## config.mk

```make
export PLATFORM = sky130hd
export DESIGN_NAME = score_rank_ctrl
export DESIGN_NICKNAME = d
export VERILOG_FILES = /design/src/rtl/score_pkg.sv /design/src/rtl/score_table.sv /design/src/rtl/score_rank_ctrl.sv
export SDC_FILE = /design/constraint.sdc
export NUM_CORES = 1
export LEC_CHECK = 0
export BUFFER_PORTS_ARGS = -buffer_cell sky130_fd_sc_hd__buf_2
export CAP_MARGIN = 10
export CORE_ASPECT_RATIO = 0.75
export CORE_MARGIN = 2
export CORE_UTILIZATION = 40
export CTS_CLUSTER_SIZE = 14
export DETAILED_ROUTE_END_ITERATION = 6
export GPL_ROUTABILITY_DRIVEN = 0
export GPL_TIMING_DRIVEN = 0
export PLACE_DENSITY_LB_ADDON = 0.1
export SLEW_MARGIN = 40
export SYNTH_ARGS = -nofsm -noshare
export SYNTH_HDL_FRONTEND = slang
export SYNTH_SLANG_ARGS = --single-unit
```

## constraint.sdc

```tcl
create_clock -name clk -period 3.9 [get_ports clk]
set_input_delay 0 -clock clk [delete_from_list [all_inputs] [get_ports clk]]
set_output_delay 0 -clock clk [all_outputs]
set_load 0.05 [all_outputs]
```

## src/rtl/score_pkg.sv

```systemverilog
// ============================================================================
// Module      : score_pkg
// Description : Shared defaults, index-width helper and FSM state encoding
//               for the high-score rank controller.
// Revision    : 1.0 - initial release
// ============================================================================
`default_nettype none

package score_pkg;

    localparam int DEPTH_DEF   = 5;
    localparam int SCORE_W_DEF = 10;

    // Index must also encode DEPTH itself ("not placed" / out of range).
    function automatic int calc_idx_w(input int depth);
        return $clog2(depth + 1);
    endfunction

    typedef enum logic [2:0] {
        IDLE  = 3'd0,
        SCAN  = 3'd1,
        SHIFT = 3'd2,
        WRITE = 3'd3,
        DONE  = 3'd4
    } state_t;

endpackage

`default_nettype wire

```

## src/rtl/score_table.sv

```systemverilog
// ============================================================================
// Module      : score_table
// Description : DEPTH x SCORE_W score register array with single-entry shift,
//               write port, synchronous clear and two asynchronous read ports.
// Revision    : 1.0 - initial release
// ============================================================================
`default_nettype none

module score_table
    import score_pkg::*;
#(
    parameter int DEPTH   = DEPTH_DEF,
    parameter int SCORE_W = SCORE_W_DEF,
    parameter int IDX_W   = calc_idx_w(DEPTH_DEF)
) (
    input  logic               clk,
    input  logic               rst,
    input  logic               i_clear,
    input  logic               i_shift_en,
    input  logic [IDX_W-1:0]   i_shift_idx,
    input  logic               i_wr_en,
    input  logic [IDX_W-1:0]   i_wr_idx,
    input  logic [SCORE_W-1:0] i_wr_data,
    input  logic [IDX_W-1:0]   i_rd_idx,
    output logic [SCORE_W-1:0] o_rd_data,
    input  logic [IDX_W-1:0]   i_cmp_idx,
    output logic [SCORE_W-1:0] o_cmp_data
);

    logic [SCORE_W-1:0] r_tbl [DEPTH];

    always_ff @(posedge clk) begin
        if (rst || i_clear) begin
            for (int i = 0; i < DEPTH; i++) begin
                r_tbl[i] <= '0;
            end
        end else begin
            // Entry i takes entry i-1; entry 0 is only ever written directly.
            for (int i = 1; i < DEPTH; i++) begin
                if (i_shift_en && (i_shift_idx == IDX_W'(i))) begin
                    r_tbl[i] <= r_tbl[i-1];
                end
            end
            for (int i = 0; i < DEPTH; i++) begin
                if (i_wr_en && (i_wr_idx == IDX_W'(i))) begin
                    r_tbl[i] <= i_wr_data;
                end
            end
        end
    end

    // Indices at or beyond DEPTH read as zero.
    always_comb begin
        o_rd_data  = '0;
        o_cmp_data = '0;
        for (int i = 0; i < DEPTH; i++) begin
            if (i_rd_idx == IDX_W'(i)) begin
                o_rd_data = r_tbl[i];
            end
            if (i_cmp_idx == IDX_W'(i)) begin
                o_cmp_data = r_tbl[i];
            end
        end
    end

endmodule

`default_nettype wire

```

## src/rtl/score_rank_ctrl.sv

```systemverilog
// ============================================================================
// Module      : score_rank_ctrl
// Description : Inserts a final score into a sorted top-DEPTH table one step
//               per clock and serves combinational table reads.
//               Optional macro SCORE_CLEAR_EN adds an IDLE-only table clear.
// Revision    : 1.0 - initial release
// ============================================================================
`default_nettype none

module score_rank_ctrl
    import score_pkg::*;
#(
    parameter int  DEPTH   = DEPTH_DEF,
    parameter int  SCORE_W = SCORE_W_DEF,
    localparam int IDX_W   = calc_idx_w(DEPTH)
) (
    input  logic               clk,
    input  logic               rst,
    input  logic               record,
    input  logic [SCORE_W-1:0] score,
`ifdef SCORE_CLEAR_EN
    input  logic               clear,
`endif
    input  logic [IDX_W-1:0]   rd_idx,
    output logic [SCORE_W-1:0] rd_score,
    output logic               busy,
    output logic               done,
    output logic [IDX_W-1:0]   rank,
    output logic               new_best
);

    localparam logic [IDX_W-1:0] C_LAST  = IDX_W'(DEPTH - 1);
    localparam logic [IDX_W-1:0] C_DEPTH = IDX_W'(DEPTH);
    localparam logic [IDX_W-1:0] C_ONE   = IDX_W'(1);

    state_t             r_state;
    state_t             w_next_state;
    logic               r_record_q;
    logic [SCORE_W-1:0] r_cur;
    logic [IDX_W-1:0]   r_pos;
    logic [IDX_W-1:0]   r_j;
    logic [IDX_W-1:0]   r_rank;
    logic               r_new_best;

    logic               w_start;
    logic               w_clear;
    logic               w_gt;
    logic               w_shift_en;
    logic               w_wr_en;
    logic [SCORE_W-1:0] w_cmp_data;

    assign w_start = record & ~r_record_q;

`ifdef SCORE_CLEAR_EN
    assign w_clear = clear & (r_state == IDLE);
`else
    assign w_clear = 1'b0;
`endif

    // Strict compare: ties land below the existing entry, zero never places.
    assign w_gt = (r_cur > w_cmp_data);

    always_comb begin
        w_next_state = r_state;
        w_shift_en   = 1'b0;
        w_wr_en      = 1'b0;
        case (r_state)
            IDLE: begin
                if (!w_clear && w_start) begin
                    w_next_state = SCAN;
                end
            end
            SCAN: begin
                if (w_gt) begin
                    w_next_state = (r_pos == C_LAST) ? WRITE : SHIFT;
                end else if (r_pos == C_LAST) begin
                    w_next_state = DONE;
                end
            end
            SHIFT: begin
                w_shift_en = 1'b1;
                if (r_j == (r_pos + C_ONE)) begin
                    w_next_state = WRITE;
                end
            end
            WRITE: begin
                w_wr_en      = 1'b1;
                w_next_state = DONE;
            end
            DONE: begin
                w_next_state = IDLE;
            end
            default: begin
                w_next_state = IDLE;
            end
        endcase
    end

    always_ff @(posedge clk) begin
        if (rst) begin
            r_state    <= IDLE;
            r_record_q <= 1'b0;
            r_cur      <= '0;
            r_pos      <= '0;
            r_j        <= '0;
            r_rank     <= C_DEPTH;
            r_new_best <= 1'b0;
        end else begin
            r_state    <= w_next_state;
            r_record_q <= record;
            case (r_state)
                IDLE: begin
                    if (w_clear) begin
                        r_rank     <= C_DEPTH;
                        r_new_best <= 1'b0;
                    end else if (w_start) begin
                        r_cur <= score;
                        r_pos <= '0;
                    end
                end
                SCAN: begin
                    if (w_gt) begin
                        r_j <= C_LAST;
                    end else if (r_pos == C_LAST) begin
                        r_rank     <= C_DEPTH;
                        r_new_best <= 1'b0;
                    end else begin
                        r_pos <= r_pos + C_ONE;
                    end
                end
                SHIFT: begin
                    r_j <= r_j - C_ONE;
                end
                WRITE: begin
                    r_rank     <= r_pos;
                    r_new_best <= (r_pos == '0);
                end
                default: begin
                end
            endcase
        end
    end

    score_table #(
        .DEPTH   (DEPTH),
        .SCORE_W (SCORE_W),
        .IDX_W   (IDX_W)
    ) u_table (
        .clk         (clk),
        .rst         (rst),
        .i_clear     (w_clear),
        .i_shift_en  (w_shift_en),
        .i_shift_idx (r_j),
        .i_wr_en     (w_wr_en),
        .i_wr_idx    (r_pos),
        .i_wr_data   (r_cur),
        .i_rd_idx    (rd_idx),
        .o_rd_data   (rd_score),
        .i_cmp_idx   (r_pos),
        .o_cmp_data  (w_cmp_data)
    );

    assign busy     = (r_state != IDLE);
    assign done     = (r_state == DONE);
    assign rank     = r_rank;
    assign new_best = r_new_best;

endmodule

`default_nettype wire

```

==> metrics.csv, run 1 <==
metric,value,unit
Worst Setup SP,r_pos[0]$_SDFFE_PP0P_,
Worst setup EP type,register,
DR vias/cell,5.56,
mux contribution to synthesized area,8.13,%
post-route clock period utilization,92.3,%
Sink Count,74,
Netlist cell types,50,
Area Overhead vs Synth,18.7,%
Synth Area in Simple Gates,17.3,%
post-synthesis xor/xnor area fraction,0.614,%
hold wc startpoint,rst,
finished layout cell area,5080,um2
pin count of the biggest net entering global routing,14,
Core Area,10300,um2
sequential share of the synthesized area,46.3,%
# DRC,0,
utilization after layout,49.2,%
number of buffers created by CTS,9,
Post-Syn Area,4280,um2
first-pass GRT wire length,18.2,mm
relative max-transition margin,48.2,%
status,"finished, final reports clean",
r2r setup slk,300,ps
Startpoint Class,register,
fraction of layout cells with a size suffix above 1,18.5,%
Worst Hold Class,in2reg,
DR WL/cell,18.2,um
final hold vios,0,
shortest period the worst path allows,3600,ps
antenna violations before repair,0,
Max Fclk,0.278,GHz
"FFs w/ async S/R, synth",0,%
Syn Area/Cell,9.88,um2
CTS tree,yes,
worst-case clock skew,9.06,ps
grt ovf,0,
Worst Tran Pin Value,777,ps
H-tree levels,3,
Vias,3499,
hold_ws,207,ps
Mapped Cells,433,
die area,11600,um2
Max Cap Viol,0,
ant diodes,0,
row count,32,
Max IR drop VDD,0.250,mV
Setup CP Type,reg2reg,
FF-to-FF Start,r_pos[0]$_SDFFE_PP0P_,
Leak,2.06,nW
first-iteration detailed-routing DRC count,370,
"Req. time, crit path",4170,ps
root buf cell,clkbuf_16,
arrival time worst endpoint,3870,ps
I/O pin count,32,
met1 Usage GRT,35.0,%
Synth Net Count,469,
global-route track usage on met2,25.6,%
final net count,524,
Post-Route WL,11.5,mm
Max Root-Sink Buffers,2,
IO Port Bufs,31,
starting density of the core,41.4,%
Ys Warns,0,
Synth Flop Type,edfxtp_1,
Seq cells post-synth,74,
M3 GR Usage,6.65,%
antenna-violating nets left,0,
total design power,0.00283,W
Max Slew Vio Count,0,
main combinational cell family by area after synthesis,compound AO/OA/AOI/OAI gates,
Die Span X,123,um
Die Ht,93.6,um
vias in the first global route,3140,
area after detailed placement,4610,um2
pwr/cell area,557,nW/um2
CP Max Fanout,10,
"EDFF count, synth",50,
Cell Count Post-Placement,601,
First-pass DRT Iterations,5,
final std cells w/o fill,629,
HPWL Detailed,8.71,mm
Synth Area in Adders,5.85,%
total track usage,21.3,%
endpoints failing setup,0,
Clock Latency Late Sink,350,ps
Top Usage Layer GRT,met1,
Worst-path clk slew,60,ps
post-synthesis compound-gate area fraction,18.6,%
## where the power goes
| part | internal (W) | switching, W | leakage (nW) | total (W) |
|---|---|---|---|---|
| Sequential | 0.000903 | 0.0000783 | 0.712 | 0.000981 |
| Clock | 0.000558 | 0.000343 | 0.141 | 0.000900 |
| Combinational | 0.000350 | 0.000599 | 1.20 | 0.000949 |
## cell type report
type                            instances  area (um2)
Clock inverter                          7        93.8
Fill cell                             984        5250
Clock buffer                            9         225
Sequential cell                        74        1980
Buffer                                 26         104
Multi-Input combinational cell        323        2190
Timing Repair Buffer                   44         278
Tap cell                              136         170
Inverter                               10        37.5
## path summary, 6_finish.rpt
path | end | cells after the start
worst max-delay path | r_pos[1]$_SDFFE_PP0P_ | 13
worst max register to register | r_pos[1]$_SDFFE_PP0P_ | 13
worst min-delay path | u_table.r_tbl[3][9]$_DFFE_PP_ | 4
worst min register to register | r_cur[0]$_SDFFE_PP0P_ | 2
## critical path: stages, from the launching register on
cell,delay (ps)
dfxtp_1,470
ha_1,260
nor2b_1,280
buf_2,290
a22oi_1,130
a211oi_1,260
o22ai_1,200
ha_1,360
and4_1,280
o211ai_1,110
nor4b_4,140
buf_4,170
o41a_1,420
o22ai_1,140
## cells in the final DEF (no fill, tap or decap), types with 10 or more instances in the layout
master / count
a211oi_1: 10
a21o_1: 10
a21oi_1: 41
a22oi_1: 20
buf_2: 34
clkbuf_1: 19
dfxtp_1: 24
dlygate4sd3_1: 11
edfxtp_1: 50
ha_1: 20
mux2_2: 20
mux2i_1: 10
nand2_1: 61
nand3_1: 14
nor2_1: 24
o22ai_1: 20
## Yosys cell counts (14+ instances only)
master / count / area share [%]
a21oi_1: 41 / 4.8
a22oi_1: 20 / 3.5
clkbuf_1: 20 / 1.8
dfxtp_1: 24 / 11
edfxtp_1: 50 / 35
ha_1: 20 / 5.8
mux2_2: 20 / 5.3
nand2_1: 61 / 5.4
nand3_1: 14 / 1.6
nor2_1: 24 / 2.1
o22ai_1: 20 / 2.9
## through the flow
| stage | setup WS, ps | TNS [ps] |
|---|---|---|
| floorplan | 725 | 0 |
| global placement | -54.2 | -94.8 |
| detailed placement | -159 | -407 |
| CTS | 13.1 | 0 |
| global route | -7.25 | -10.5 |
| finish | 301 | 0 |
## layer usage
| metal | up-vias | part of all wire (%) |
|---|---|---|
| li1 | 1729 | - |
| met1 | 1640 | 54 |
| met2 | 117 | 37 |
| met3 | 13 | 8.0 |
| met4 | 0 | 1.1 |
| met5 | - | 0 |
## timing repair
action,in CTS,in global routing
gates resized for setup,3,7
setup buffers,0,1
pin swaps,0,1
hold buffers,11,0
endpoints found under the hold margin,11,0
endpoints found under the setup margin,6,12
## registers in the layout, indices dropped and copies added, names as in the netlist
name / cells
rank: 3
r_cur: 10
r_state: 3
r_record_q: 1
r_j: 3
new_best: 1
r_pos: 3
u_table.r_tbl: 50
## cells by family after synthesis
logic type      after synthesis
flops                        74
buf+inv                      36
mux                          31
simple gates                146
fa+ha+maj                    20
xor+xnor                      3
compound gates              123
Power figures use the tool's default switching activity.
==> run 2, diff against run 1 <==
==> constraint.sdc (replaced) <==
create_clock -name clk -period 3.9 [get_ports clk]
set_input_delay 0.78 -clock clk [delete_from_list [all_inputs] [get_ports clk]]
set_output_delay 0.78 -clock clk [all_outputs]
set_load 0.05 [all_outputs]
==> metrics.csv, run 2 (synthesis results as in run 1) <==
metric,value,unit,change
"commonest non-fill, non-tap cell in the layout",nand2_1,,unchanged
Worst-path clk slew,60,ps,about the same
shortest period the worst path allows,3580,ps,was 3600 ps
largest register by flop count,u_table.r_tbl,,unchanged
Top Registers,"u_table.r_tbl x50, r_cur x10",,unchanged
starting density of the core,41.4,%,unchanged
first-iteration detailed-routing DRC count,389,,was 370
die area,11600,um2,unchanged
pin count of the biggest net entering global routing,14,,unchanged
Max Root-Sink Buffers,2,,unchanged
Post-Route WL,11.3,mm,was 11.5 mm
Cell Int Power,0.00180,W,was 0.00181 W
relative max-transition margin,48.8,%,was 48.2%
arrival time worst endpoint,3850,ps,was 3870 ps
sequential share of power,34.8,%,was 34.7%
fraction of layout cells with a size suffix above 1,18.9,%,was 18.5%
CTS tree,yes,,unchanged
CP max-delay cell,dfxtp_1,,unchanged
Worst Hold Class,reg2reg,,was in2reg
Die Ht,93.6,um,unchanged
worst-case clock skew,6.57,ps,was 9.06 ps
Cell Count Post-Placement,601,,unchanged
pwr/cell area,567,nW/um2,was 557 nW/um2
"Req. time, crit path",4170,ps,about the same
grt ovf,0,,unchanged
row count,32,,unchanged
r2r setup slk,320,ps,was 300 ps
status,"finished, final reports clean",,unchanged
crit-path max cell delay,470,ps,about the same
Net Sw Frac,36.0,%,about the same
Sink Count,74,,unchanged
Setup CP Type,reg2reg,,unchanged
post-route clock period utilization,91.9,%,was 92.3%
# DRC,0,,unchanged
Worst setup EP type,register,,unchanged
Die Span X,123,um,unchanged
"commonest non-fill, non-tap cells in the layout","nand2_1 (61), edfxtp_1 (50), a21oi_1 (41)",,unchanged
Leak,2.01,nW,was 2.06 nW
HPWL Detailed,8.71,mm,unchanged
multi-input logic area,2190,um2,unchanged
first-pass GRT wire length,18.0,mm,was 18.2 mm
Clock Latency Late Sink,350,ps,about the same
final hold vios,0,,unchanged
antenna violations before repair,0,,unchanged
number of buffers created by CTS,9,,unchanged
total track usage,21.2,%,was 21.3%
PnR worst setup slack,316,ps,was 301 ps
post-place setup slack,-159,ps,unchanged
Vias,3437,,was 3499
CP Max Fanout,10,,unchanged
endpoints failing setup,0,,unchanged
Register Area,1980,um2,unchanged
Max Slew Vio Count,0,,unchanged
Max Fclk,0.279,GHz,was 0.278 GHz
I/O pin count,32,,unchanged
ant diodes,0,,unchanged
DR vias/cell,5.56,,about the same
Largest register FFs,50,,unchanged
final net count,513,,was 524
final std cells w/o fill,618,,was 629
First-pass DRT Iterations,5,,unchanged
DR WL/cell,18.3,um,was 18.2 um
NetSw,0.00101,W,was 0.00102 W
cts hold-fix bufs,0,,was 11
IO Port Bufs,31,,unchanged
Area Overhead vs Synth,16.1,%,was 18.7%
Comb pwr share,33.4,%,was 33.5%
crit-path cells,"ha_1, nor2b_1, buf_2, a22oi_1, a211oi_1, o22ai_1, ha_1, and4_1, o211ai_1, nor4b_4, buf_4, o41a_1, o22ai_1",,unchanged
FILL cells,994,,was 984
Max IR drop VDD,0.250,mV,about the same
Startpoint Class,register,,unchanged
Worst Tran Pin Value,768,ps,was 777 ps
Max Cap Viol,0,,unchanged
Core Area,10300,um2,unchanged
H-tree levels,3,,unchanged
vias in the first global route,3095,,was 3140
root buf cell,clkbuf_16,,unchanged
antenna-violating nets left,0,,unchanged
clock share of power,31.8,%,about the same
## run 2: cell count changes in the layout (fill, tap and decap cells not counted), sizes merged
cell and change:
dlygate4sd3 -11
## run 2: final timing paths
check	cells after the start	from	endpoint
setup reg to reg	13	r_pos[0]$_SDFFE_PP0P_	r_pos[1]$_SDFFE_PP0P_
hold / removal	2	r_cur[0]$_SDFFE_PP0P_	r_cur[0]$_SDFFE_PP0P_
setup / recovery	13	r_pos[0]$_SDFFE_PP0P_	r_pos[1]$_SDFFE_PP0P_
hold reg to reg	2	r_cur[0]$_SDFFE_PP0P_	r_cur[0]$_SDFFE_PP0P_
## run 2: what timing repair did
action / in CTS / in global routing
gates resized for setup: 3 / 7
endpoints found under the setup margin: 6 / 12
buffers inserted: 0 / 1
pin swaps: 0 / 1
cloned: 0 / 0
## run 2: routing by layer
metal  up-vias  wire length [um]  GRT usage [%]
met5         -                 0              0
met4         0               128           5.68
met3        13              1010           6.65
met2       124              4080           24.9
met1      1591              6110           35.2
li1       1709                 -              -
## run 2: layout make-up
class,instances,area share (%)
plain buffers,26,2.09
clock buffers,9,4.53
clock inverters,7,1.89
inverters,10,0.755
multi-input cells,323,44.0
flip-flops and latches,74,39.9
well taps,136,3.42
repair buffers,33,3.37
## run 2: worst max-delay path, delay by kind of cell (launching register included)
| kind | cells | cell delay, ps |
|---|---|---|
| AO/OA/AOI/OAI | 6 | 1250 |
| adder cells (fa/ha/maj) | 2 | 620 |
| buffers and inverters | 2 | 460 |
| flip-flops | 1 | 470 |
| AND/OR/NAND/NOR | 3 | 710 |
## run 2: power groups by stage
stage / logic (W) / clock network (W) / registers (W)
2_1_floorplan: 0.000610 / 0 / 0.000998
3_3_place_gp: 0.000849 / 0 / 0.000995
3_5_place_dp: 0.000868 / 0 / 0.000995
4_1_cts: 0.000885 / 0.000912 / 0.000979
5_1_grt: 0.00104 / 0.000948 / 0.000991
6_report: 0.000942 / 0.000895 / 0.000981
## run 2: stage by stage
stage          utilization [%]  hold slack (ps)  area [um2]  setup TNS, ps  total power (W)
5_1_grt                   48.1              535        4970          -10.5          0.00298
3_5_place_dp              44.7              482        4610           -407          0.00186
2_1_floorplan                -              450        4280              0          0.00161
3_3_place_gp              44.6              476        4600          -94.8          0.00184
6_report                  48.1              488        4970              0          0.00282
4_1_cts                   47.8              491        4940              0          0.00278
